[src/rtl/tri_bus_arbiter_if.sv]
// -----------------------------------------------------------------------------
// tri_bus_arbiter_if
//   Bundles the request/grant signals exchanged between the requesting units
//   and the tri-state bus arbiter.
//
//   Signals
//     req    N_REQ  level request, one bit per requester
//     gnt    N_REQ  one-hot registered grant
//     E      N_REQ  three-state buffer enables (always equal to gnt)
//     owner  OW     index of the current or most recent bus owner
//     busy   1      some requester currently owns the bus
//
//   Modports
//     master  requester side: drives req, observes the arbiter outputs
//     slave   arbiter side: observes req, drives gnt/E/owner/busy
// -----------------------------------------------------------------------------
interface tri_bus_arbiter_if #(
    parameter int N_REQ = 4
);
    localparam int OW = (N_REQ > 1) ? $clog2(N_REQ) : 1;

    logic [N_REQ-1:0] req;
    logic [N_REQ-1:0] gnt;
    logic [N_REQ-1:0] E;
    logic [OW-1:0]    owner;
    logic             busy;

    modport master (
        output req,
        input  gnt,
        input  E,
        input  owner,
        input  busy
    );

    modport slave (
        input  req,
        output gnt,
        output E,
        output owner,
        output busy
    );
endinterface

[src/rtl/tri_bus_arbiter.sv]
// -----------------------------------------------------------------------------
// tri_bus_arbiter
//   Round-robin arbiter sharing one tri-state data bus between N_REQ
//   three-state buffer drivers. The grant doubles as the buffer enable E.
//   Every change of bus owner passes through at least TURN_CYC cycles with all
//   enables off, so two drivers can never fight on the bus. While somebody
//   else is waiting, an owner keeps the bus for at most HOLD_MAX cycles; a
//   lone requester keeps it for as long as it asks.
//
//   Parameters
//     N_REQ     number of requesters / buffer drivers (>= 2)
//     HOLD_MAX  max consecutive grant cycles while another request pends
//     TURN_CYC  all-enables-off cycles between two owners (>= 1)
//
//   Ports
//     clk    rising-edge clock
//     rst_n  asynchronous active-low reset; drops every enable at once
//     bus    slave side of tri_bus_arbiter_if (req in; gnt, E, owner, busy out)
// -----------------------------------------------------------------------------
module tri_bus_arbiter #(
    parameter int N_REQ    = 4,
    parameter int HOLD_MAX = 8,
    parameter int TURN_CYC = 1
) (
    input  logic               clk,
    input  logic               rst_n,
    tri_bus_arbiter_if.slave   bus
);
    localparam int OW = (N_REQ > 1) ? $clog2(N_REQ) : 1;
    localparam int TW = (HOLD_MAX > 0) ? $clog2(HOLD_MAX + 1) : 1;
    localparam int CW = (TURN_CYC > 0) ? $clog2(TURN_CYC + 1) : 1;

    typedef enum logic [1:0] {
        ST_IDLE  = 2'd0,
        ST_GRANT = 2'd1,
        ST_TURN  = 2'd2
    } state_t;

    state_t            state_r;
    logic [N_REQ-1:0]  gnt_r;
    logic [OW-1:0]     owner_r;
    logic              busy_r;
    logic [OW-1:0]     ptr_r;
    logic [TW-1:0]     tenure_r;
    logic [CW-1:0]     turn_cnt_r;

    logic [OW-1:0]     pick_s;
    logic              others_s;
    logic              release_s;
    logic [OW-1:0]     ptr_next_s;

    // Round-robin search: first set bit of r starting at p and wrapping.
    // Walking the offsets from farthest to nearest lets the nearest hit win
    // without needing an early exit from the loop.
    function automatic logic [OW-1:0] rr_pick(
        input logic [N_REQ-1:0] r,
        input logic [OW-1:0]    p
    );
        logic [OW-1:0] win;
        logic [OW:0]   sum;
        win = p;
        for (int k = N_REQ - 1; k >= 0; k--) begin
            sum = {1'b0, p} + (OW + 1)'(k);
            if (sum >= (OW + 1)'(N_REQ)) begin
                sum = sum - (OW + 1)'(N_REQ);
            end else begin
                sum = sum;
            end
            if (r[sum[OW-1:0]]) begin
                win = sum[OW-1:0];
            end else begin
                win = win;
            end
        end
        return win;
    endfunction

    // Index to one-hot grant vector.
    function automatic logic [N_REQ-1:0] to_onehot(input logic [OW-1:0] idx);
        logic [N_REQ-1:0] v;
        v = {N_REQ{1'b0}};
        v[idx] = 1'b1;
        return v;
    endfunction

    // Winner selection, release decision and next search start.
    always_comb begin
        pick_s   = rr_pick(bus.req, ptr_r);
        others_s = |(bus.req & ~gnt_r);

        // Release when the owner lets go, or when its tenure is used up and
        // someone else is waiting. A lone owner is never forced off.
        if (bus.req[owner_r] == 1'b0) begin
            release_s = 1'b1;
        end else if ((tenure_r == TW'(HOLD_MAX)) && others_s) begin
            release_s = 1'b1;
        end else begin
            release_s = 1'b0;
        end

        if (owner_r == OW'(N_REQ - 1)) begin
            ptr_next_s = {OW{1'b0}};
        end else begin
            ptr_next_s = owner_r + OW'(1);
        end
    end

    // Arbitration state machine; every output is a register so the buffer
    // enables are glitch-free and the reset path clears them asynchronously.
    always_ff @(posedge clk or negedge rst_n) begin
        if (!rst_n) begin
            state_r    <= ST_IDLE;
            gnt_r      <= {N_REQ{1'b0}};
            owner_r    <= {OW{1'b0}};
            busy_r     <= 1'b0;
            ptr_r      <= {OW{1'b0}};
            tenure_r   <= {TW{1'b0}};
            turn_cnt_r <= {CW{1'b0}};
        end else begin
            case (state_r)
                ST_IDLE: begin
                    if (|bus.req) begin
                        state_r  <= ST_GRANT;
                        gnt_r    <= to_onehot(pick_s);
                        owner_r  <= pick_s;
                        busy_r   <= 1'b1;
                        tenure_r <= TW'(1);
                    end else begin
                        state_r  <= ST_IDLE;
                        gnt_r    <= {N_REQ{1'b0}};
                        busy_r   <= 1'b0;
                    end
                end

                ST_GRANT: begin
                    if (release_s) begin
                        // Owner is kept so the bus reports who drove last.
                        state_r    <= ST_TURN;
                        gnt_r      <= {N_REQ{1'b0}};
                        busy_r     <= 1'b0;
                        ptr_r      <= ptr_next_s;
                        turn_cnt_r <= CW'(1);
                    end else if (tenure_r != TW'(HOLD_MAX)) begin
                        tenure_r <= tenure_r + TW'(1);
                    end else begin
                        tenure_r <= tenure_r;
                    end
                end

                ST_TURN: begin
                    if (turn_cnt_r >= CW'(TURN_CYC)) begin
                        // Requests are only looked at when the gap closes;
                        // the previous owner wins only if nobody else asks.
                        if (|bus.req) begin
                            state_r  <= ST_GRANT;
                            gnt_r    <= to_onehot(pick_s);
                            owner_r  <= pick_s;
                            busy_r   <= 1'b1;
                            tenure_r <= TW'(1);
                        end else begin
                            state_r  <= ST_IDLE;
                        end
                    end else begin
                        turn_cnt_r <= turn_cnt_r + CW'(1);
                    end
                end

                default: begin
                    state_r    <= ST_IDLE;
                    gnt_r      <= {N_REQ{1'b0}};
                    busy_r     <= 1'b0;
                    turn_cnt_r <= {CW{1'b0}};
                end
            endcase
        end
    end

    assign bus.gnt   = gnt_r;
    assign bus.E     = gnt_r;
    assign bus.owner = owner_r;
    assign bus.busy  = busy_r;

endmodule

[src/flat_wrapper.sv]
// flat-port wrapper written by rule: the top's interface ports become plain ports
module tri_bus_arbiter_flat 
#(
    parameter int N_REQ    = 4,
    parameter int HOLD_MAX = 8,
    parameter int TURN_CYC = 1
)
  (clk, rst_n, bus_req, bus_gnt, bus_E, bus_owner, bus_busy);
  tri_bus_arbiter_if #(.N_REQ(N_REQ)) bus_i ();
  input  logic clk;
  input  logic rst_n;
  input wire logic [$bits(bus_i.req)-1:0] bus_req;
  output wire logic [$bits(bus_i.gnt)-1:0] bus_gnt;
  output wire logic [$bits(bus_i.E)-1:0] bus_E;
  output wire logic [$bits(bus_i.owner)-1:0] bus_owner;
  output wire logic [$bits(bus_i.busy)-1:0] bus_busy;
  assign bus_i.req = bus_req;
  assign bus_gnt = bus_i.gnt;
  assign bus_E = bus_i.E;
  assign bus_owner = bus_i.owner;
  assign bus_busy = bus_i.busy;
  tri_bus_arbiter #(.N_REQ(N_REQ), .HOLD_MAX(HOLD_MAX), .TURN_CYC(TURN_CYC)) u_core (.clk(clk), .rst_n(rst_n), .bus(bus_i));
endmodule
[config.mk]
export PLATFORM = sky130hd
export DESIGN_NAME = tri_bus_arbiter_flat
export DESIGN_NICKNAME = d
export VERILOG_FILES = /design/src/rtl/tri_bus_arbiter_if.sv /design/src/rtl/tri_bus_arbiter.sv /design/src/flat_wrapper.sv
export SDC_FILE = /design/constraint.sdc
export NUM_CORES = 1
export LEC_CHECK = 0
export ABC_AREA = 1
export CAP_MARGIN = 20
export CORE_UTILIZATION = 45
export DETAILED_ROUTE_END_ITERATION = 8
export PLACE_DENSITY = 0.68
export SYNTH_ARGS = -nofsm -noshare
export SYNTH_HDL_FRONTEND = slang
export SYNTH_SLANG_ARGS = --single-unit
[constraint.sdc]
create_clock -name clk -period 2.1 [get_ports clk]
set_clock_uncertainty 0.2 [all_clocks]
set_input_delay 0.525 -clock clk [delete_from_list [all_inputs] [get_ports clk]]
set_output_delay 0.525 -clock clk [all_outputs]
set_load 0.05 [all_outputs]
==> summary.md, run 1 <==
| Metric | Value |
|---|---|
| Die span in x | `54.5 µm` |
| Worst slack after detailed placement | `-135 ps` |
| Buffer depth of the longest clock path | `2` |
| RSZ-0062 raised after global routing | `no` |
| Post-DP HPWL | `1980 µm` |
| Number of nets produced by synthesis | `184` |
| Global-route wire length before repair | `4180 µm` |
| Instance count after placement with tap cells included | `218` |
| NetSw | `1.35 mW` |
| Die ar. | `2980 µm²` |
| Count of flip-flops with a built-in enable after synthesis | `0` |
| Highest clock rate | `533 MHz` |
| Startpoint types | `input port` |
| Leakage | `0.819 nW` |
| Routed wire per std cell | `11.4 µm` |
| Routability cong. | `0.888` |
| Clk Latency, worst-skew pair | `290 ps` |
| Required @ worst endpoint | `2100 ps` |
| Int Pwr | `1.15 mW` |
| Synth unique cells | `28` |
| Synth area leader | `sky130_fd_sc_hd__dfrtp_1` |
| Warnings from Yosys | `0` |
| Via count of the first global-routing pass | `998` |
| Cts hold-fix bufs | `0` |
| Initial core utilization | `48.8%` |
| Iter 0 DRT Violations | `13` |
| Combinational cell fraction of total power | `67.4%` |
| Sequential fraction of design power | `24.1%` |
| Worst setup EP type | `flop` |
| Time the final worst path needs with I/O delays and setup | `1880 ps` |
| Root cell of the clock tree | `sky130_fd_sc_hd__clkbuf_4` |
| Async set or reset register ratio after synthesis | `100%` |
| Clock group share of total power | `8.6%` |
| CTS Sinks | `16` |
| Max_cap viols | `0` |
| First-pass iteration count of the detailed router | `5` |
| Relative slew slack | `65.4%` |
| Type of the worst setup path | `in -> reg` |
| Final number of hold-violating endpoints | `0` |
| Maximum number of pins on one net before global-route repair | `17` |
| Measured slew at the worst slew-check pin | `520 ps` |
| Hold Worst Slack | `280 ps` |
| Portion of the post-synthesis area used by sequential elements | `32.2%` |
| Die height | `54.5 µm` |
| Highest fanout seen on the critical path | `4` |
| Standard cell core area | `2540 µm²` |
| Outcome | `complete, no violations` |
| Vias | `1096` |
| # H-tree levels | `1` |
| Cell types with the largest area share after synthesis | `sky130_fd_sc_hd__dfrtp_1 (32%), sky130_fd_sc_hd__nand2_1 (15%), sky130_fd_sc_hd__nand2_2 (11%)` |
| Cell repeated most along the worst path | `sky130_fd_sc_hd__nand2_2` |
| Non-Filler Instances | `223` |
| Number of buffers inserted during clock tree synthesis | `3` |
| Pwr/cell area | `1690 nW/µm²` |
| Largest stage delay, worst path | `430 ps` |
| Ratio of cells with drive above 1 in the final layout | `32.1%` |
| Peak supply drop | `1.03 mV` |
| Top delay family on crit path | `simple AND/OR/NAND/NOR gates` |
| Clock transition time at the flip-flop clock pins of the worst setup and hold paths | `100 ps` |
| Routed WL | `2550 µm` |
| Worst path bufs/invs | `3` |
| Avg Cell Area, Syn | `7.27 µm²` |
| Final antenna diode count | `0` |
| IO Count | `17` |
| Overall power after layout | `2.50 mW` |
| Nets@finish | `207` |
| Worst Hold Class | `reg -> reg` |
| Most instantiated library cell after synthesis | `sky130_fd_sc_hd__nand2_1` |
| Crit share post-route | `89.4%` |
| Proportion of netlist area held by the largest area contributor | `32.2%` |
| Critical path arrival | `1870 ps` |
| CTS tree | `done` |
| Via density | `4.91` |
| DRC violation count after routing | `0` |
| Number of placement rows | `18` |
| Final slew viol count | `0` |
| # port buffers | `16` |
| Setup slack after layout | `223 ps` |
| Overall track demand over capacity in global routing | `20.0%` |
| Post-Synthesis Cells | `171` |
| Post-synthesis sequential element count | `16` |
| Post-synth top cells | `sky130_fd_sc_hd__nand2_1 (50), sky130_fd_sc_hd__nand2_2 (21), sky130_fd_sc_hd__inv_1 (20)` |
| Critical Path Slowest Stage Cell | `sky130_fd_sc_hd__clkdlybuf4s50_1` |
| Number of antenna violations at the first check in global routing | `0` |
| Total congestion overflow | `0` |
| Dominant synthesized flop cell | `sky130_fd_sc_hd__dfrtp_1` |
| P&R area growth vs syn | `18.9%` |
| List of cells traversed by the critical path | `clkdlybuf4s50_1, inv_1, nand2_1, nand3_1, nand2_1, inv_1, nand2_2, nand2_2, nand2_2, nand2_2, nand2_2, nand2_1, nand2_1` |
| Mapped Area | `1240 µm²` |
| Number of antenna-violating nets in the routed design | `0` |
| Sw Ratio | `54.0%` |
| Final setup violation count | `0` |
timing repair:
item,in CTS,in global routing
resized for setup,0,1
endpoints found under the setup margin,0,1
setup buffers,0,1
cell type report:
| cell class | count | area, µm² |
|---|---|---|
| Inverter | 27 | 109 |
| Fill cell | 247 | 1070 |
| Multi-Input combinational cell | 123 | 697 |
| Sequential cell | 16 | 400 |
| Clock buffer | 4 | 36.3 |
| Tap cell | 30 | 37.5 |
| Timing Repair Buffer | 23 | 198 |
stage by stage:
| stage | utilization, % | area [µm²] | setup TNS, ps |
|---|---|---|---|
| after floorplan | - | 1240 | 0 |
| after global placement | 56.1 | 1430 | -711 |
| after detailed placement | 56.1 | 1430 | -719 |
| after CTS | 57.6 | 1470 | 0 |
| after global routing | 58.1 | 1480 | 0 |
| final | 58.1 | 1480 | 0 |
path summary, 6_finish.rpt:
| kind | startpoint | endpoint | slack [ps] | depth (start not counted) |
|---|---|---|---|---|
| worst max-delay path | bus_req[1] | u_core.bus.E[3] | 220 | 13 |
| worst min-delay path | u_core.bus.busy | u_core.bus.busy | 280 | 2 |
| worst max register to register | u_core.state_r[0] | u_core.tenure_r[0] | 280 | 10 |
| worst min register to register | u_core.bus.busy | u_core.bus.busy | 280 | 2 |
| max in group asynchronous | rst_n | u_core.bus.E[2] | 1180 | 2 |
| min in group asynchronous | rst_n | u_core.tenure_r[1] | 340 | 2 |
power by group through the flow:
stage / Clock [mW] / Sequential (mW) / Combinational [mW]
final: 0.214 / 0.601 / 1.68
after global routing: 0.230 / 0.619 / 1.89
after CTS: 0.220 / 0.597 / 1.66
after detailed placement: 0 / 0.600 / 1.66
after global placement: 0 / 0.599 / 1.63
after floorplan: 0 / 0.719 / 1.16
cell families after synthesis:
group                      after synthesis  share of synthesized area [%]
DFF                                     16                           32.2
AOI/OAI and AO/OA                       19                           9.37
and+or+nand+nor                         95                           37.9
xor gates and xnor gates                 2                           1.41
buffers and inverters                   32                           12.1
adders and majority gates                7                           7.05
worst reg2reg max path: stages, from the launching register on:
cell and delay (ps):
sky130_fd_sc_hd__dfrtp_1 430, sky130_fd_sc_hd__inv_1 100, sky130_fd_sc_hd__ha_1 140, sky130_fd_sc_hd__inv_1 60
sky130_fd_sc_hd__or2_2 320, sky130_fd_sc_hd__nand2_1 90, sky130_fd_sc_hd__nor3_2 50, sky130_fd_sc_hd__nand2_2 100
sky130_fd_sc_hd__inv_2 60, sky130_fd_sc_hd__o21ai_1 80, sky130_fd_sc_hd__o21ai_1 80
cells in the final DEF (no fill, tap or decap):
cell / instances
sky130_fd_sc_hd__buf_12: 1
sky130_fd_sc_hd__nand3_1: 8
sky130_fd_sc_hd__nand3_2: 3
sky130_fd_sc_hd__nand4_2: 1
sky130_fd_sc_hd__a21oi_1: 3
sky130_fd_sc_hd__dfrtp_1: 16
sky130_fd_sc_hd__o21ai_1: 6
sky130_fd_sc_hd__o21ai_2: 1
sky130_fd_sc_hd__nand2_1: 50
sky130_fd_sc_hd__o211ai_2: 1
sky130_fd_sc_hd__o21a_2: 1
sky130_fd_sc_hd__nor3_2: 1
sky130_fd_sc_hd__inv_1: 20
sky130_fd_sc_hd__clkbuf_4: 3
sky130_fd_sc_hd__nor2_2: 1
sky130_fd_sc_hd__inv_8: 1
sky130_fd_sc_hd__buf_4: 17
sky130_fd_sc_hd__nand2_4: 1
sky130_fd_sc_hd__nor2_1: 6
sky130_fd_sc_hd__or2_2: 1
sky130_fd_sc_hd__clkbuf_8: 1
sky130_fd_sc_hd__clkdlybuf4s50_1: 5
sky130_fd_sc_hd__o22ai_1: 1
sky130_fd_sc_hd__ha_1: 7
sky130_fd_sc_hd__nand2_2: 21
sky130_fd_sc_hd__nor2_4: 1
sky130_fd_sc_hd__inv_2: 6
sky130_fd_sc_hd__o21ai_0: 4
sky130_fd_sc_hd__o31ai_1: 2
sky130_fd_sc_hd__nand4_1: 1
sky130_fd_sc_hd__xor2_1: 2
layer usage:
layer | share of wire [%] | vias to the layer above | global-route usage, %
met5 | 0 | - | 0
met4 | 0.78 | 0 | 3.85
met3 | 3.7 | 4 | 5.83
met2 | 48 | 21 | 34.1
met1 | 47 | 499 | 24.7
li1 | - | 572 | -
sequential cells by signal (all words and copies together), names as in the netlist:
name               flops
u_core.ptr_r           2
u_core.bus.E           4
u_core.state_r         2
u_core.tenure_r        4
u_core.bus.busy        1
u_core.turn_cnt_r      1
u_core.bus.owner       2
No activity file was read; power rests on OpenSTA's default activity.
==> inputs of run 2 (changes only) <==
--- a/config.mk
+++ b/config.mk
@@ -7,6 +7,7 @@
 export LEC_CHECK = 0
 export ABC_AREA = 1
 export CAP_MARGIN = 20
+export CORE_MARGIN = 4
 export CORE_UTILIZATION = 45
 export DETAILED_ROUTE_END_ITERATION = 8
 export PLACE_DENSITY = 0.68
==> run 2 against run 1 <==
Hold slack gained 17 ps; design area shrank 1.4%; worst setup slack lost 43 ps; combinational power is essentially flat; utilization shrank 0.79 points; die area grew 23%; final cell count shrank 0.90%; sequential share of layout area grew 0.37 points; critical path depth shrank 3; global-route usage shrank 3.1 points; clock power is essentially flat; largest power group unchanged.
==> summary.md, run 2 (synthesized netlist as in run 1, its figures left out) <==
| Metric | Value |
|---|---|
| IO Count | `17 (unchanged)` |
| Ratio of cells with drive above 1 in the final layout | `30.9% (-1.2 points)` |
| Number of antenna violations at the first check in global routing | `0 (unchanged)` |
| RSZ-0062 raised after global routing | `no` |
| Time the final worst path needs with I/O delays and setup | `1920 ps (+43.3 ps)` |
| FF-to-FF path depth | `10 (unchanged)` |
| Commonest cells after routing, fill and taps aside | `sky130_fd_sc_hd__nand2_1 (50), sky130_fd_sc_hd__nand2_2 (21), sky130_fd_sc_hd__inv_1 (20)` |
| Buffer depth of the longest clock path | `2 (unchanged)` |
| Cell repeated most along the worst path | `sky130_fd_sc_hd__nand2_1` |
| Final standard cell area without fillers | `1460 µm² (-1.4%)` |
| Via density | `4.94 (+0.54%)` |
| # H-tree levels | `1 (unchanged)` |
| Highest fanout seen on the critical path | `5 (+1)` |
| Hold Worst Slack | `297 ps (+16.7 ps)` |
| Outcome | `complete, no violations` |
| Number of buffers inserted during clock tree synthesis | `3 (unchanged)` |
| Worst setup EP type | `flop` |
| Routability cong. | `0.940 (+5.8%)` |
| P&R area growth vs syn | `17.3%` |
| Cell area reported after detailed placement | `1420 µm² (-0.53%)` |
| CTS Sinks | `16 (unchanged)` |
| Required @ worst endpoint | `2090 ps (about the same)` |
| Die span in x | `60.5 µm (+11%)` |
| Count of instances resized after the clock tree is built | `0 (unchanged)` |
| Type of the worst setup path | `in -> reg` |
| Max_cap viols | `0 (unchanged)` |
| Final antenna diode count | `0 (unchanged)` |
| Final slew viol count | `0 (unchanged)` |
| Top delay family on crit path | `buffers and inverters` |
| Leakage | `0.808 nW (-1.3%)` |
| Nets@finish | `205 (-0.97%)` |
| First-pass iteration count of the detailed router | `4 (-1)` |
| Via count of the first global-routing pass | `1079 (+8.1%)` |
| Commonest non-fill, non-tap cell in the layout | `sky130_fd_sc_hd__nand2_1` |
| Number of antenna-violating nets in the routed design | `0 (unchanged)` |
| Setup bufs post-CTS | `0 (unchanged)` |
| Die height | `60.5 µm (+11%)` |
| Clock transition time at the flip-flop clock pins of the worst setup and hold paths | `100 ps (about the same)` |
| Worst flop-to-flop path endpoint | `u_core.bus.E[0]` |
| Startpoint types | `input port` |
| Highest clock rate | `521 MHz (-2.3%)` |
| Area taken by multi-input logic gates | `692 µm² (-0.72%)` |
| Root cell of the clock tree | `sky130_fd_sc_hd__clkbuf_4` |
| Final number of hold-violating endpoints | `0 (unchanged)` |
| Critical hold path startpoint | `u_core.bus.busy` |
| Fill cell instance count of the final layout | `242 (-2.0%)` |
| Worst hold path cell count | `2 (unchanged)` |
| Global-route wire length before repair | `4690 µm (+12%)` |
| Critical path arrival | `1910 ps (+40 ps)` |
| CTS tree | `done` |
| Crit share post-route | `91.4% (+2.1 points)` |
| Routed wire per std cell | `12.0 µm (+5.1%)` |
| Pwr/cell area | `1690 nW/µm² (about the same)` |
| Final setup violation count | `0 (unchanged)` |
| Total congestion overflow | `0 (unchanged)` |
| Register-to-register setup slack | `230 ps (-50 ps)` |
| Relative slew slack | `67.0% (+1.6 points)` |
| Cts hold-fix bufs | `0 (unchanged)` |
| # port buffers | `16 (unchanged)` |
| Vias | `1092 (-0.36%)` |
| Initial core utilization | `48.8% (unchanged)` |
| Measured slew at the worst slew-check pin | `495 ps (-24.1 ps)` |
| Number of placement rows | `18 (unchanged)` |
| Die ar. | `3670 µm² (+23%)` |
| Clk Latency, worst-skew pair | `290 ps (about the same)` |
| DRC violation count after routing | `0 (unchanged)` |
| Capture endpoint of the worst hold path | `u_core.bus.busy` |
| Overall track demand over capacity in global routing | `16.8% (-3.1 points)` |
| Critical Path Slowest Stage Cell | `sky130_fd_sc_hd__clkdlybuf4s50_1` |
| Routed WL | `2650 µm (+4.1%)` |
| Post-DP HPWL | `2120 µm (+7.3%)` |
| Launch point of the worst reg-to-reg path | `u_core.state_r[0]` |
| Iter 0 DRT Violations | `36 (+23)` |
| Worst Hold Class | `reg -> reg` |
| Largest stage delay, worst path | `500 ps (+70 ps)` |
| Worst path bufs/invs | `3 (unchanged)` |
| Standard cell core area | `2540 µm² (unchanged)` |
| List of cells traversed by the critical path | `clkdlybuf4s50_1, inv_1, a21oi_1, nand2_1, nand2_1, nand3_1, nand2_2, inv_1, nand4_1, nand2_1` |
| Peak supply drop | `0.869 mV (-16%)` |
| Maximum number of pins on one net before global-route repair | `17 (unchanged)` |
| Flip-flop and latch area | `400 µm² (unchanged)` |
run 2: metrics by stage:
step	worst slack [ps]	total power [mW]	setup TNS, ps	utilization [%]	cells
after global routing	70.5	2.70	0	57.3	221
after floorplan	339	1.88	0	-	171
after detailed placement	-119	2.26	-830	55.9	217
final	180	2.46	0	57.3	221
after CTS	192	2.49	0	57.3	221
after global placement	-121	2.24	-703	55.9	217
run 2: per-layer routing:
| layer | vias up | global-route usage [%] | routed length, µm |
|---|---|---|---|
| met5 | - | 0 | 0 |
| met4 | 0 | 3.72 | 15 |
| met3 | 2 | 4.26 | 89 |
| met2 | 16 | 29.6 | 1370 |
| met1 | 501 | 20.7 | 1180 |
| li1 | 573 | - | - |
run 2: layout make-up:
class,count,share of cell area [%]
timing repair buffer,21,12.5
clock buffer,4,2.49
tap,30,2.58
multi-input combinational,123,47.5
sequential,16,27.5
inverter,27,7.47
run 2: how the worst max path moves through the flow:
stage / startpoint / endpoint / slack [ps] / cells past startpoint
final: bus_req[1] / u_core.bus.E[0] / 180 / 10
after global routing: u_core.tenure_r[0] / u_core.state_r[0] / 70 / 9
after CTS: bus_req[1] / u_core.bus.E[0] / 190 / 10
after detailed placement: bus_req[1] / u_core.bus.owner[0] / -120 / 13
after global placement: bus_req[1] / u_core.bus.E[0] / -120 / 10
after floorplan: u_core.bus.owner[0] / u_core.bus.E[0] / 340 / 9
run 2: report_power, final:
group          switching, mW  leakage (nW)  internal (mW)
sequential             0.162         0.204          0.436
combinational           1.07         0.583          0.580
clock                  0.107        0.0210          0.106
total                   1.34         0.808           1.12
run 2: worst reg2reg max path, stage by stage (launching register included):
cell,delay (ps)
sky130_fd_sc_hd__dfrtp_1,430
sky130_fd_sc_hd__inv_1,90
sky130_fd_sc_hd__ha_1,140
sky130_fd_sc_hd__inv_1,70
sky130_fd_sc_hd__or2_2,320
sky130_fd_sc_hd__nand2_1,130
sky130_fd_sc_hd__nor2_4,60
sky130_fd_sc_hd__nand2_2,110
sky130_fd_sc_hd__inv_1,50
sky130_fd_sc_hd__nand4_1,100
sky130_fd_sc_hd__nand2_1,60
==> inputs of run 3 (changes only) <==
--- a/config.mk
+++ b/config.mk
@@ -10,6 +10,7 @@
 export CORE_MARGIN = 4
 export CORE_UTILIZATION = 45
 export DETAILED_ROUTE_END_ITERATION = 8
+export GPL_ROUTABILITY_DRIVEN = 1
 export PLACE_DENSITY = 0.68
 export SYNTH_ARGS = -nofsm -noshare
 export SYNTH_HDL_FRONTEND = slang
==> constraint.sdc (replaced) <==
create_clock -name clk -period 2.2 [get_ports clk]
set_clock_uncertainty 0.2 [all_clocks]
set_input_delay 0.55 -clock clk [delete_from_list [all_inputs] [get_ports clk]]
set_output_delay 0.55 -clock clk [all_outputs]
set_load 0.05 [all_outputs]
==> run 3 against run 2 <==
Combinational power shrank 8%; design area shrank 2.4%; non-clock buffer count shrank 3; flip-flop and latch count is the same; worst setup slack gained 52 ps; critical endpoint unchanged.
==> summary.md, run 3 (synthesized netlist as in run 1, its figures left out) <==
| Metric | Value |
|---|---|
| Leakage | `0.791 nW (-2.1%)` |
| Outcome | `complete, no violations` |
| Final slew viol count | `0 (unchanged)` |
| Pwr/cell area | `1600 nW/µm² (-5.1%)` |
| Worst Hold Class | `reg -> reg` |
| Final setup violation count | `0 (unchanged)` |
| Cell repeated most along the worst path | `sky130_fd_sc_hd__nand2_1` |
| Via count of the first global-routing pass | `1028 (-4.7%)` |
| Final antenna diode count | `0 (unchanged)` |
| Routed WL | `2530 µm (-4.6%)` |
| Capture endpoint of the worst hold path | `u_core.bus.busy` |
| Routability cong. | `0.856 (-9.0%)` |
| List of cells traversed by the critical path | `clkdlybuf4s50_1, inv_1, a21oi_1, nand2_1, nand2_1, nand3_1, nand2_2, inv_1, nand4_1, nand2_1` |
| Launch point of the worst reg-to-reg path | `u_core.state_r[0]` |
| Crit share post-route | `89.5%` |
| IO Count | `17 (unchanged)` |
| Critical Path Slowest Stage Cell | `sky130_fd_sc_hd__clkdlybuf4s50_1` |
| Setup bufs post-CTS | `0 (unchanged)` |
| Overall track demand over capacity in global routing | `15.2% (-1.6 points)` |
| Die ar. | `3670 µm² (unchanged)` |
| P&R area growth vs syn | `14.5%` |
| Peak supply drop | `0.809 mV (-7.0%)` |
| Startpoint types | `input port` |
| Worst path bufs/invs | `3 (unchanged)` |
| Worst hold path cell count | `2 (unchanged)` |
| Worst setup EP type | `flop` |
| Required @ worst endpoint | `2180 ps (+90 ps)` |
| Highest clock rate | `508 MHz` |
| Clk Latency, worst-skew pair | `280 ps (about the same)` |
| Critical path arrival | `1950 ps (+40 ps)` |
| Via density | `5.01 (+1.4%)` |
| Final number of hold-violating endpoints | `0 (unchanged)` |
| Core utilization of the finished layout | `55.9% (-1.4 points)` |
| Cts hold-fix bufs | `0 (unchanged)` |
| Number of placement rows | `18 (unchanged)` |
| Final standard cell area without fillers | `1420 µm² (-2.4%)` |
| Highest fanout seen on the critical path | `5 (unchanged)` |
| Post-DP HPWL | `2060 µm (-2.7%)` |
| Fill cell instance count of the final layout | `247 (+2.1%)` |
| CTS Sinks | `16 (unchanged)` |
| Number of buffers inserted during clock tree synthesis | `3 (unchanged)` |
| Worst slack after detailed placement | `-63.3 ps (+55.3 ps)` |
| Nets@finish | `202 (-1.5%)` |
| Total congestion overflow | `0 (unchanged)` |
| Die span in x | `60.5 µm (unchanged)` |
| Maximum number of pins on one net before global-route repair | `17 (unchanged)` |
| Ratio of cells with drive above 1 in the final layout | `29.8% (-1.1 points)` |
| Count of instances resized after the clock tree is built | `0 (unchanged)` |
| # port buffers | `16 (unchanged)` |
| Time the final worst path needs with I/O delays and setup | `1970 ps` |
| Buffer depth of the longest clock path | `2 (unchanged)` |
| Clock transition time at the flip-flop clock pins of the worst setup and hold paths | `100 ps (about the same)` |
| Vias | `1092 (unchanged)` |
| Type of the worst setup path | `in -> reg` |
| Standard cell core area | `2540 µm² (unchanged)` |
| Max_cap viols | `0 (unchanged)` |
| Die height | `60.5 µm (unchanged)` |
| CTS tree | `done` |
| Initial core utilization | `48.8% (unchanged)` |
| Measured slew at the worst slew-check pin | `500 ps (+4.21 ps)` |
| Overall power after layout | `2.28 mW (-7.4%)` |
| Iter 0 DRT Violations | `34 (-5.6%)` |
| RSZ-0062 raised after global routing | `no` |
| Commonest non-fill, non-tap cell in the layout | `sky130_fd_sc_hd__nand2_1` |
| Top delay family on crit path | `buffers and inverters` |
| First-pass iteration count of the detailed router | `4 (unchanged)` |
| Commonest cells after routing, fill and taps aside | `sky130_fd_sc_hd__nand2_1 (50), sky130_fd_sc_hd__nand2_2 (21), sky130_fd_sc_hd__inv_1 (20)` |
| Relative slew slack | `66.7% (-0.28 points)` |
| Worst flop-to-flop path endpoint | `u_core.bus.E[0]` |
| FF-to-FF path depth | `10 (unchanged)` |
| # H-tree levels | `1 (unchanged)` |
| Register-to-register setup slack | `330 ps (+100 ps)` |
| Critical hold path startpoint | `u_core.bus.busy` |
| Root cell of the clock tree | `sky130_fd_sc_hd__clkbuf_4` |
| DRC violation count after routing | `0 (unchanged)` |
| Setup slack after layout | `231 ps (+51.8 ps)` |
| Routed wire per std cell | `11.6 µm (-3.2%)` |
| Largest stage delay, worst path | `490 ps (about the same)` |
| Number of antenna-violating nets in the routed design | `0 (unchanged)` |
| Global-route wire length before repair | `4320 µm (-7.8%)` |
| Number of antenna violations at the first check in global routing | `0 (unchanged)` |
| Cell area reported after detailed placement | `1390 µm² (-2.5%)` |
## run 3: changes by cell type in the layout (fill, tap and decap cells not counted)
cell                     previous run  this run
sky130_fd_sc_hd__buf_4             15        13
sky130_fd_sc_hd__buf_12             1         0
## run 3: worst max path at each step
stage / endpoint / cells past startpoint / slack [ps] / startpoint
2_1_floorplan: u_core.bus.E[0] / 9 / 440 / u_core.bus.owner[0]
3_3_place_gp: u_core.bus.owner[0] / 13 / -40 / bus_req[1]
3_5_place_dp: u_core.bus.E[0] / 10 / -60 / bus_req[1]
4_1_cts: u_core.bus.E[0] / 10 / 230 / bus_req[1]
5_1_grt: u_core.bus.E[0] / 10 / 120 / bus_req[1]
6_report: u_core.bus.E[0] / 10 / 230 / bus_req[1]
## run 3: worst register-to-register path: cells and delay by family (launching register included)
family                     cells  cell delay [ps]
and+or+nand+nor                6              770
DFF                            1              430
buffers and inverters          3              220
adders and majority gates      1              150
## run 3: per-layer routing
layer  track usage (%)  wire, µm
met1              20.3      1180
met2              26.4      1270
met3              1.91        66
met4              3.72        13
met5                 0         0
## run 3: power breakdown
group          total (mW)  internal (mW)  switching [mW]  leakage (nW)
logic                1.52          0.511            1.01         0.566
registers           0.562          0.416           0.146         0.204
clock network       0.196          0.101          0.0958        0.0210
total                2.28           1.03            1.25         0.791
## run 3: cell type report
class | count | area, µm² | share of cell area, %
Tap cell | 30 | 37.5 | 2.64
Sequential cell | 16 | 400 | 28.1
Clock buffer | 4 | 36.3 | 2.55
Inverter | 27 | 109 | 7.65
Multi-Input combinational cell | 123 | 692 | 48.6
Timing Repair Buffer | 18 | 148 | 10.4
## run 3: metrics by stage
| step | instances | hold slack, ps | TNS (ps) |
|---|---|---|---|
| after floorplan | 171 | 54.4 | 0 |
| after global placement | 214 | 259 | -73.4 |
| after detailed placement | 214 | 273 | -159 |
| after CTS | 218 | 298 | 0 |
| after global routing | 218 | 322 | 0 |
| final | 218 | 289 | 0 |
==> patch 1 (flow settings as in run 1) <==
`N_REQ` is set to 4 in 3 places; all go to 8.
--- a/src/rtl/tri_bus_arbiter_if.sv
+++ b/src/rtl/tri_bus_arbiter_if.sv
@@ -16,5 +16,5 @@
 // -----------------------------------------------------------------------------
 interface tri_bus_arbiter_if #(
-    parameter int N_REQ = 4
+    parameter int N_REQ = 8
 );
     localparam int OW = (N_REQ > 1) ? $clog2(N_REQ) : 1;
--- a/src/rtl/tri_bus_arbiter.sv
+++ b/src/rtl/tri_bus_arbiter.sv
@@ -19,5 +19,5 @@
 // -----------------------------------------------------------------------------
 module tri_bus_arbiter #(
-    parameter int N_REQ    = 4,
+    parameter int N_REQ    = 8,
     parameter int HOLD_MAX = 8,
     parameter int TURN_CYC = 1
--- a/src/flat_wrapper.sv
+++ b/src/flat_wrapper.sv
@@ -2,5 +2,5 @@
 module tri_bus_arbiter_flat 
 #(
-    parameter int N_REQ    = 4,
+    parameter int N_REQ    = 8,
     parameter int HOLD_MAX = 8,
     parameter int TURN_CYC = 1
Ports: changed (resized bus_E, bus_gnt, bus_owner and bus_req); port bits go from 17 to 30. No check against the original RTL was run, so the function may have changed too.
==> patch 1 against run 1 <==
Count of clock-buffer cells in the layout is the same. Sequential share of layout area shrank 7.2 points. Critical endpoint is now u_core.bus.E[0]$_DFFE_PN0P_. Hold slack gained 0.0083 ns. Routed wire length grew 120%. Highest routed layer unchanged. Register-to-register slack lost 0.46 ns. Area after synthesis grew 61%. The flow now finishes with violations (setup timing). Worst setup slack lost 0.40 ns. Critical path depth is the same. Global-route usage grew 6.3 points. Sequential cell count grew 6. Critical path type is now reg -> reg. Design area grew 88%.
Power is left out: the tool's default activity adds up to more than one toggle a clock period on the data nets, which glitch-free logic cannot reach.
==> patch 1: results (changes against run 1) <==
* Critical path class: reg -> reg
* I/O Buffers at 29 (+13)
* Gr usage total at 26.2% (+6.3 points)
* Reg clk slew, reported paths at 0.08 ns (-0.02 ns)
* Area contributors post-synth: dfrtp_1 (28%), nand2_1 (19%), nand3_1 (7.5%)
* Worst-path maximum fanout at 6 (+2)
* Commonest cells in the netlist: nand2_1 (99), inv_1 (30), nand3_1 (30)
* Final setup margin at -0.179 ns (-0.402 ns)
* First-pass GRT wire length at 9.17 mm (+120%)
* Placed Area at 2530 sq um (+77%)
* Clk root buf: clkbuf_8
* Nets at 380 (+84%)
* Drt pass-1 iters at 4 (-1)
* Worst r2r src: u_core.ptr_r[0]$_DFFE_PN0P_
* Syn nets at 314 (+71%)
* Sequential-to-total area share from yosys stat at 27.5% (-4.7 points)
* Fraction of layout cells with a size suffix above 1 at 37.3% (+5.2 points)
* Max-slew headroom at 78.4% (+13 points)
* Cells after Synth at 294 (+72%)
* Failing checks: setup timing
* 1st-iter DRT viols at 140 (+127)
* Inst Count DP at 397 (+82%)
* RR Endpoint: u_core.bus.E[0]$_DFFE_PN0P_
* Outcome: finished with violations
* Finish-stage setup viols at 11 (+11)
* Reg2Reg Depth at 13 (+3)
* Final Wtd Congestion at 0.925 (+4.1%)
* Finished Layout Cells at 409 (+83%)
* DP HPWL at 4.19 mm (+110%)
* Crit-path slowest cell: dfrtp_1
[patch 1: worst max-delay path by stage]
stage                                   to  slack [ns]  cells past startpoint
2_1_floorplan  u_core.bus.E[1]$_DFFE_PN0P_       -0.06                     18
5_1_grt        u_core.bus.E[3]$_DFFE_PN0P_       -0.30                     17
6_report       u_core.bus.E[0]$_DFFE_PN0P_       -0.18                     13
4_1_cts        u_core.bus.E[0]$_DFFE_PN0P_       -0.14                     18
3_3_place_gp   u_core.bus.E[3]$_DFFE_PN0P_       -0.56                     10
3_5_place_dp   u_core.bus.E[3]$_DFFE_PN0P_       -0.59                     12
[patch 1: timing repair]
| action | 4_1_cts | 5_1_grt |
|---|---|---|
| setup buffers | 7 | 0 |
| setup endpoints to repair | 22 | 18 |
| resized for setup | 31 | 21 |
| gates cloned | 1 | 0 |
| pin swaps | 9 | 9 |
[patch 1: area by class of cell]
type,instances,area [sq um]
Sequential cell,22,552
Fill cell,385,1370
Multi-Input combinational cell,222,1370
Timing Repair Buffer,74,586
Tap cell,50,62.6
Inverter,37,149
Clock buffer,4,55.1
[patch 1: layer usage]
| layer | global-route usage, % | wire length, um | up-vias |
|---|---|---|---|
| li1 | - | - | 1067 |
| met1 | 33.3 | 2590 | 986 |
| met2 | 45.7 | 2760 | 58 |
| met3 | 3.29 | 219 | 8 |
| met4 | 8.93 | 64 | 0 |
| met5 | 0 | 0 | - |
[patch 1: kinds of logic after synthesis]
group                      count (synthesis)  share of synthesized area (%)
AOI/OAI and AO/OA                         40                           11.5
buffers and inverters                     50                           13.1
xor gates and xnor gates                   3                           2.25
adders and majority gates                 10                           6.25
and+or+nand+nor                          169                           39.4
DFF                                       22                           27.5
[patch 1: critical path, delay by kind of cell, from the launching register on]
kind	cells	cell delay, ns
adder cells (fa/ha/maj)	1	0.33
AND/OR/NAND/NOR	9	0.88
flip-flops	1	0.42
AO/OA/AOI/OAI	1	0.13
buffers and inverters	2	0.25
[patch 1: stage by stage]
step / util (%) / hold WS [ns] / worst slack, ns
2_1_floorplan: - / 0.0294 / -0.0553
3_3_place_gp: 61.0 / 0.260 / -0.560
3_5_place_dp: 61.0 / 0.272 / -0.592
4_1_cts: 65.5 / 0.294 / -0.138
5_1_grt: 66.9 / 0.326 / -0.302
6_report: 66.9 / 0.288 / -0.179
==> patch 2 (config.mk and constraints of run 1) <==
Made on the original files. The 3 states of `state_t` get a one-hot encoding in 3 bits.
--- a/src/rtl/tri_bus_arbiter.sv
+++ b/src/rtl/tri_bus_arbiter.sv
@@ -31,8 +31,8 @@
     localparam int CW = (TURN_CYC > 0) ? $clog2(TURN_CYC + 1) : 1;
 
-    typedef enum logic [1:0] {
-        ST_IDLE  = 2'd0,
-        ST_GRANT = 2'd1,
-        ST_TURN  = 2'd2
+    typedef enum logic [2:0] {
+        ST_IDLE  = 3'b001,
+        ST_GRANT = 3'b010,
+        ST_TURN  = 3'b100
     } state_t;
 
Function: no difference found for any inputs over 10 cycles, from zero or initial values and one cycle with rst_n low; not proved beyond that.
==> patch 2 against run 1 <==
Routed wire length down 2.2%. Area after synthesis down 5.6%. Clock power down 17%. Hold slack better by 0.0079 ns. Synthesized cell count down 4.7%. Worst setup slack worse by 0.063 ns. Power down 4.9%. Design area down 4.7%. Cell count down 2.7%. Sequential cell count up 1. Largest power group unchanged. Highest routed layer unchanged.
==> patch 2: results (changes against run 1) <==
* Outcome: finished, final reports clean
* Min Hold Slack at 0.288 ns (+0.00793 ns)
* PwrDens at 1690 nW/um^2 (-0.18%)
* Area contributors post-synth: dfrtp_1 (34%), nand2_1 (18%), nand2_2 (7.5%)
* Nets at 197 (-4.8%)
* Avg Cell Area, Syn at 7.19 sq um (-1.0%)
* Reg2Reg Depth at 11 (+1)
* Largest net degree at the start of global routing at 18 (+1)
* DP HPWL at 1.99 mm (+0.65%)
* CP delay by family, top: buffers and inverters
* Syn nets at 172 (-6.5%)
* Worst-Margin Slew at 0.467 ns (-0.0522 ns)
* 1st-iter DRT viols at 15 (+2)
* Worst r2r src: u_core.ptr_r[0]$_DFFE_PN0P_
* Placed Area at 1380 sq um (-3.3%)
* Vias in the first global route at 943 (-5.5%)
* Clock power frac at 7.5% (-1.1 points)
* Fraction of layout cells with a size suffix above 1 at 26.7% (-5.4 points)
* Leakage at 0.775 nW (-5.3%)
* Vias at 1105 (+0.82%)
* Max VDD drop at 1330 uV (+29%)
* Gr usage total at 19.8% (-0.16 points)
* Largest stage delay on the critical path at 0.51 ns (+0.08 ns)
* Sequential-to-total area share from yosys stat at 36.4% (+4.2 points)
* Finished Layout Cells at 217 (-2.7%)
* P_comb at 1.56 mW (-7%)
patch 2: kinds of logic after synthesis:
family	share of synthesized area, %
DFF	36.4
and+or+nand+nor	39.1
adders and majority gates	3.20
AOI/OAI and AO/OA	9.28
buffers and inverters	10.6
xor gates and xnor gates	1.49
patch 2: worst max path at each step:
stage / start / end / slack [ns] / cells after the start
final: bus_req[1] / u_core.tenure_r[3]$_DFFE_PN0P_ / 0.16 / 10
after global placement: bus_req[1] / u_core.tenure_r[1]$_DFFE_PN0P_ / -0.11 / 10
after floorplan: u_core.bus.owner[0]$_DFFE_PN0P_ / u_core.tenure_r[0]$_DFFE_PN0P_ / 0.36 / 7
after CTS: bus_req[1] / u_core.tenure_r[1]$_DFFE_PN0P_ / 0.16 / 10
after global routing: bus_req[1] / u_core.tenure_r[0]$_DFFE_PN0P_ / 0.01 / 10
after detailed placement: bus_req[1] / u_core.tenure_r[2]$_DFFE_PN0P_ / -0.15 / 10
patch 2: final cells by class:
| type | instances | share of cell area (%) |
|---|---|---|
| Multi-Input combinational cell | 121 | 44.2 |
| Clock buffer | 4 | 1.87 |
| Inverter | 20 | 5.87 |
| Tap cell | 30 | 2.67 |
| Sequential cell | 17 | 30.3 |
| Timing Repair Buffer | 25 | 15.1 |
patch 2: metrics by stage:
step	TNS [ns]	utilization [%]
2_1_floorplan	0	-
3_3_place_gp	-0.819	55.8
3_5_place_dp	-1.04	55.8
4_1_cts	0	56.8
5_1_grt	0	56.8
6_report	0	56.8
patch 2: per-layer routing:
metal  vias up  track usage [%]  wire (um)
li1        563                -          -
met1       518             24.6       1180
met2        19             34.2       1220
met3         5             1.72         50
met4         0             9.21         44
met5         -                0          0
patch 2: worst min-delay path: cells and delay by family, from the launching register on:
kind	cells	cell delay [ns]
flip-flops	1	0.36
AND/OR/NAND/NOR	2	0.11
